[config.mk]
export PLATFORM = sky130hd
export DESIGN_NAME = pc_redirect_unit
export DESIGN_NICKNAME = d
export VERILOG_FILES = /design/src/rtl/pc_redirect_pkg.sv /design/src/rtl/sat_counter.sv /design/src/rtl/pc_redirect_unit.sv
export SDC_FILE = /design/constraint.sdc
export NUM_CORES = 1
export LEC_CHECK = 0
export ABC_AREA = 1
export CAP_MARGIN = 20
export CORE_AREA = 3 3 149 79
export CTS_BUF_LIST = sky130_fd_sc_hd__clkbuf_16
export DETAILED_ROUTE_END_ITERATION = 10
export DIE_AREA = 0 0 152 82
export PLACE_DENSITY_LB_ADDON = 0.2
export SYNTH_ARGS = -nofsm -noshare
export SYNTH_HDL_FRONTEND = slang
export SYNTH_HIERARCHICAL = 1
export SYNTH_SLANG_ARGS = --single-unit
[constraint.sdc]
create_clock -name clk -period 2.2 [get_ports clk]
set_clock_uncertainty 0.2 [all_clocks]
set_input_delay 0.55 -clock clk [delete_from_list [all_inputs] [get_ports clk]]
set_output_delay 0.55 -clock clk [all_outputs]
set_load 0.01 [all_outputs]
[src/rtl/pc_redirect_pkg.sv]
`default_nettype none
// ============================================================================
//  Module      : pc_redirect_pkg
//  Description : Shared state encoding and flush masks for the PC redirect unit.
//  Revision    : 1.0
// ============================================================================
package pc_redirect_pkg;

    typedef enum logic {
        IDLE = 1'b0,
        HOLD = 1'b1
    } redirect_state_t;

    // Flush mask bit order is {FlushM, FlushE, FlushD}.
    localparam int          c_flush_w      = 3;
    localparam logic [2:0]  c_flush_none   = 3'b000;
    localparam logic [2:0]  c_flush_branch = 3'b011;
    localparam logic [2:0]  c_flush_pcsrc  = 3'b111;
    localparam logic [2:0]  c_flush_reset  = 3'b111;

    // A writeback PC write is older than the execute branch, so it dominates.
    function automatic logic [c_flush_w-1:0] flush_mask(input logic pcsrc,
                                                        input logic branch);
        logic [c_flush_w-1:0] mask;
        mask = c_flush_none;
        if (pcsrc)
            mask = c_flush_pcsrc;
        else if (branch)
            mask = c_flush_branch;
        return mask;
    endfunction

endpackage : pc_redirect_pkg
`default_nettype wire

[src/rtl/sat_counter.sv]
`default_nettype none
// ============================================================================
//  Module      : sat_counter
//  Description : Enable-driven up counter that sticks at all-ones.
//  Revision    : 1.0
// ============================================================================
module sat_counter #(
    parameter int CW = 16
) (
    input  logic          clk,
    input  logic          clr_n,
    input  logic          en,
    output logic [CW-1:0] count
);

    logic [CW-1:0] r_count;
    logic          w_at_max;

    assign w_at_max = &r_count;

    always_ff @(posedge clk or negedge clr_n) begin
        if (!clr_n) begin
            r_count <= '0;
        end else if (en && !w_at_max) begin
            r_count <= r_count + CW'(1);
        end
    end

    assign count = r_count;

endmodule : sat_counter
`default_nettype wire

[src/rtl/pc_redirect_unit.sv]
`default_nettype none
// ============================================================================
//  Module      : pc_redirect_unit
//  Description : Steers the fetch PC on resolved redirects, raises pipeline
//                flushes and parks a target while fetch is stalled.
//  Revision    : 1.0
// ============================================================================
module pc_redirect_unit
    import pc_redirect_pkg::*;
#(
    parameter int           N        = 32,
    parameter logic [N-1:0] RESET_PC = '0,
    parameter int           CW       = 16
) (
    input  logic          clk,
    input  logic          rst,
    input  logic          BranchTakenE,
    input  logic [N-1:0]  BranchTargetE,
    input  logic          PCSrcW,
    input  logic [N-1:0]  ResultW,
    input  logic [N-1:0]  PCPlus4F,
    input  logic          StallF,
    output logic [N-1:0]  PCNextF,
    output logic          FlushD,
    output logic          FlushE,
    output logic          FlushM,
    output logic          RedirectPending,
    output logic [CW-1:0] TakenCount
);

    redirect_state_t      r_state;
    logic [N-1:0]         r_held_target;
    logic                 r_pending;

    logic                 w_event;
    logic [N-1:0]         w_target;
    logic [c_flush_w-1:0] w_flush;
    logic [N-1:0]         w_pc_next;

    assign w_event  = PCSrcW | BranchTakenE;
    assign w_target = PCSrcW ? ResultW : BranchTargetE;

    // State, held target and the pending flag move together so the flag is
    // a clean register output rather than a decode of the state.
    always_ff @(posedge clk or negedge rst) begin
        if (!rst) begin
            r_state       <= IDLE;
            r_held_target <= '0;
            r_pending     <= 1'b0;
        end else begin
            if (w_event && StallF) begin
                r_state       <= HOLD;
                r_held_target <= w_target;
                r_pending     <= 1'b1;
            end else if (w_event || !StallF) begin
                r_state       <= IDLE;
                r_pending     <= 1'b0;
            end
        end
    end

    // The PC register ignores PCNextF while stalled, so a stalled event only
    // needs to be captured, not presented.
    always_comb begin
        w_pc_next = PCPlus4F;
        w_flush   = c_flush_none;
        if (!rst) begin
            w_pc_next = RESET_PC;
            w_flush   = c_flush_reset;
        end else begin
            w_flush = flush_mask(PCSrcW, BranchTakenE);
            if (w_event) begin
                if (!StallF)
                    w_pc_next = w_target;
            end else if (r_state == HOLD) begin
                w_pc_next = r_held_target;
            end
        end
    end

    assign PCNextF         = w_pc_next;
    assign FlushD          = w_flush[0];
    assign FlushE          = w_flush[1];
    assign FlushM          = w_flush[2];
    assign RedirectPending = r_pending;

    sat_counter #(
        .CW    (CW)
    ) u_taken_counter (
        .clk   (clk),
        .clr_n (rst),
        .en    (w_event),
        .count (TakenCount)
    );

endmodule : pc_redirect_unit
`default_nettype wire

# After elaboration in Yosys (flattened, before gate mapping)
# Index checks and enable logic that the tools add are counted.
totals:
  out_inout_bits: 52
  ff_bits: 49
classes:
  mux: 10
  n_reduce_logical: 7
  n_addsub: 1
  n_bitwise: 1
op_table:
  columns: ["op", "n"]
  rows:
  - ["$mux W32", 5]
  - ["$add A16 B1 Y16 const B", 1]
  - ["$reduce_and A16 Y1", 1]
  - ["$mux W3", 2]
  - ["$logic_and A1 B1 Y1", 2]
  - ["$logic_not A1 Y1", 2]
  - ["$mux W1", 2]
  - ["$mux W2", 1]
  - ["$reduce_bool A2 Y1", 1]
  - ["$logic_or A1 B1 Y1", 1]
  - ["$or A1 B1 Y1", 1]

# Longest topological paths before layout
depth:
  ltp_word: 4
  ltp_mapped: 11
  mapped_depth_nobuf: 9

# Cells and area by module
# The synthesis kept the hierarchy.
modules_own_cells:
  columns: ["mod", "cells_per_inst", "area_per_inst_um2", "instances"]
  rows:
  - ["pc_redirect_unit", 562, 3084.2, 1]
  - ["sat_counter", 160, 1089.8, 1]

# Least setup slack after synthesis
# No wires, ideal clock.
synth_path:
  kind: "input -> output"
  start: "input PCSrcW"
  end: "output PCNextF[21]"
  path_buffers: 2
  path_stages: 8
  t_arrival_ps: 1439
  path_slack_ps: 11
  path_cell_list: "buf_4 -> inv_2 -> nand2_1 -> buf_2 -> nand3_1 -> nand3_1 -> nand2_1 -> inv_1"
synth_rtl:
  columns: ["item", "line", "text"]
  rows:
  - ["start, declared", "pc_redirect_unit.sv:19", "input logic PCSrcW,"]
  - ["$or A1 B1 Y1", "pc_redirect_unit.sv:40", "assign w_event = PCSrcW | BranchTakenE;"]
  - ["named net w_event", "pc_redirect_unit.sv:35", "logic w_event;"]
  - ["$mux W32", "pc_redirect_unit.sv:72", "if (w_event) begin"]
  - ["$mux W32", "pc_redirect_unit.sv:67", "if (!rst) begin"]
  - ["end, declared", "pc_redirect_unit.sv:23", "output logic [N-1:0] PCNextF,"]
# The timed path passes the listed nets, and every way through them passes these cells.

# Worst setup path after layout
layout_path:
  start: "input PCSrcW"
  end: "output PCNextF[29]"
layout_between:
  elab_chain_len: 4
layout_lines:
  columns: ["item", "line", "text"]
  rows:
  - ["$mux W32", "pc_redirect_unit.sv:41", "assign w_target = PCSrcW ? ResultW : BranchTargetE;"]
  - ["$mux W32", "pc_redirect_unit.sv:73", "if (!StallF)"]
  - ["$mux W32 *", "pc_redirect_unit.sv:72", null]
  - ["$mux W32 *", "pc_redirect_unit.sv:67", null]
# Every way passes the cells marked *; elsewhere a longest branch is shown, timed or not.

==> impl_metrics.tcl <==
set metrics [dict create \
    placed_cell_area_sq_um 6230 \
    fin_util 0.652 \
    vdd_drop_max_mv 0.344 \
    netlist.area_leader.share 0.296 \
    async_reset_ff_frac 1.00 \
    initial_utilization 0.391 \
    drtPass1Iterations 5 \
    drt_iter0_drc 536 \
    worst_pin_slew_ps 372 \
    synth_edf_count 0 \
    clockBufferDepth 2 \
    overflow 0 \
    rows 27 \
    r2r_start "u_taken_counter/count[0]$_DFFE_PN0P_" \
    synth_area_leaders "nand2_1 30%, dfrtp_1 29%, nand3_1 12%" \
    nFillCells 930 \
    cts.sinks 49 \
    p_clk_frac 0.252 \
    layout_setup_ws_ps -195 \
    root_buffer "clkbuf_16" \
    chipWidth_um 152 \
    io_pins 153 \
    grt_antenna_before_repair 0 \
    synthToLayoutAreaGrowth_pct 66.8 \
    slowest_delay_ps 140 \
    timing.final.crit_share 1.09 \
    antenna_cells 0 \
    grt_use_total 0.246 \
    power_frac_comb 0.414 \
    clk_latency_ps 290 \
    worstSetupEndpointType "output pin" \
    detail-route-antenna-nets 0 \
    wirelength_um 15900 \
    dp_slack_ps -990 \
    drc 0 \
    crit_chain "buf_8 -> buf_6 -> nor2_8 -> nor2_4 -> buf_12 -> buf_12 -> nand2_4 -> nand3_2 -> nand2_2 -> inv_2 -> buf_6" \
    outcome "finished, violations left" \
    crit_type "in2out" \
    post-synth-top-count-cell "nand2_1" \
    ys_types 28 \
    gp_congestion 0.913 \
    hold_ws_ps 45.4 \
    slowest_stage "nor2_8" \
    drive_gt1_frac 0.262 \
    grt_max_degree 39 \
    start_kind "input pin" \
    dp_hpwl_um 11300 \
    sequentialPowerShare 0.334 \
    p_int_w 0.00228 \
    rsz0062_at_grt "true" \
    ys.flop_type "dfrtp_1" \
    coreArea_sq_um 10700 \
    synth.net_count 824 \
    hold_viol 0 \
    cp.arrival_ps 1640 \
    yosys-top-cells-count "329 x nand2_1, 108 x inv_1, 102 x nand3_1" \
    drv_slew 0 \
    hp-class "in2async" \
    io_buffers 152 \
    hold_buffers 0 \
    cts_htree_levels 2 \
    setup.worst_path.start "PCSrcW" \
    vias 5316 \
    grt_pass1_wl_um 24900 \
    max_cap_viol_count 0 \
    post-route-min-period_ps 2390 \
    die_area_sq_um 12500 \
    die_h_um 82 \
    p_sw_frac 0.340 \
    design_area_sq_um 6960 \
    maxSlewHeadroom 0.752 \
    powerDensity_nw_per_um2 496 \
    cp.required_ps 1450 \
    critPathMaxFanout 7 \
    fin_nets 1018 \
    syn_inst 722 \
    synth.yosys.seq_area_share 0.294 \
    setup_viol 32 \
    drt-wirelength-per-cell_um 14.9 \
    synth_area_sq_um 4170 \
    fmax_ghz 0.418 \
    synth_top_cell_by_area "nand2_1" \
    power_leakage_nw 3.87 \
    clkTransAtPathRegs_ps 70 \
    yosysWarnings 6 \
    multiInputGateArea_sq_um 2680 \
    violations "negative setup slack" \
    syn_avg_cell_area_sq_um 5.78 \
    cts_buffers 5 \
    cts_tree "done" \
    p_sw_w 0.00117 \
    grt_pass1_vias 5086 \
    regArea_sq_um 1230 \
    viasPerCell 5.01 \
    synth_seq_cells 49 \
]
worst max-delay path: cells and delay by family:
kind / cells / cell delay (ps)
buffers and inverters: 6 / 640
and+or+nand+nor: 5 / 420
logic make-up after synthesis:
kind of cell               share of synthesized area
adders and majority gates                    0.00300
DFF                                            0.294
AOI/OAI and AO/OA                             0.0471
and+or+nand+nor                                0.491
buffers and inverters                          0.159
xor gates and xnor gates                     0.00630
metal layers:
metal	track usage	routed length [um]	up-vias
met2	0.392	7060	247
met3	0.0663	1430	31
met5	0	0	-
met4	0.0700	268	0
li1	-	-	2573
met1	0.332	7110	2465
power groups by stage:
| stage | registers (W) | logic, W | clock network (W) |
|---|---|---|---|
| 2_1_floorplan | 0.00115 | 0.000608 | 0 |
| 3_3_place_gp | 0.00116 | 0.00123 | 0 |
| 3_5_place_dp | 0.00117 | 0.00126 | 0 |
| 4_1_cts | 0.00115 | 0.00134 | 0.000883 |
| 5_1_grt | 0.00117 | 0.00157 | 0.000929 |
| 6_report | 0.00115 | 0.00143 | 0.000869 |
layout make-up:
cell class                 instances  share of cell area
clock buffer                       5              0.0180
clock inverter                     3             0.00539
inverter                         115              0.0620
multi-input combinational        518               0.385
sequential                        49               0.176
tap                              145              0.0261
timing repair buffer             227               0.328
state kept, by name, summed over array words and instances, names as in the netlist:
register	count
r_held_target	32
u_taken_counter/count	16
r_state	1
what timing repair did:
action                                  CTS  global route
endpoints found under the setup margin   37            35
pin swaps                                 4             6
resized for setup                       230            76
setup buffers                             5             0
gates cloned                              3             1
layout by cell type (no fill, tap or decap), types with 3 or more instances in the layout:
cell type,Yosys,routed
buf_2,21,11
buf_4,6,55
dfrtp_1,49,49
inv_1,108,97
nand3_2,0,30
nand4_1,6,6
buf_6,4,30
o21ai_0,33,33
nand2_4,2,24
nand2_2,2,34
nand2_1,329,275
buf_16,0,3
nand3_1,102,72
buf_12,0,10
nor2_1,17,17
nand3b_1,4,4
nor2_2,8,8
clkdlybuf4s50_1,0,112
clkbuf_16,0,6
inv_2,7,19
worst paths after layout:
path                            slack [ps]                                     to  cells after the start
worst max-delay path                  -190                            PCNextF[29]                     11
worst min-delay path                    50           r_held_target[9]$_DFFE_PN0P_                      2
worst max register to register         300  u_taken_counter/count[14]$_DFFE_PN0P_                      8
worst min register to register         310          r_held_target[30]$_DFFE_PN0P_                      2
max in group asynchronous             1250          r_held_target[14]$_DFFE_PN0P_                      3
min in group clk                       310          r_held_target[30]$_DFFE_PN0P_                      2
per-stage QoR:
stage          total power [W]  std cells  setup TNS [ps]
6_report               0.00345       1062           -4700
5_1_grt                0.00366       1062           -6160
4_1_cts                0.00337       1061           -4220
3_5_place_dp           0.00242       1045          -41300
3_3_place_gp           0.00239       1045          -39270
2_1_floorplan          0.00176        722               0
(Power assumes the default switching activity.)
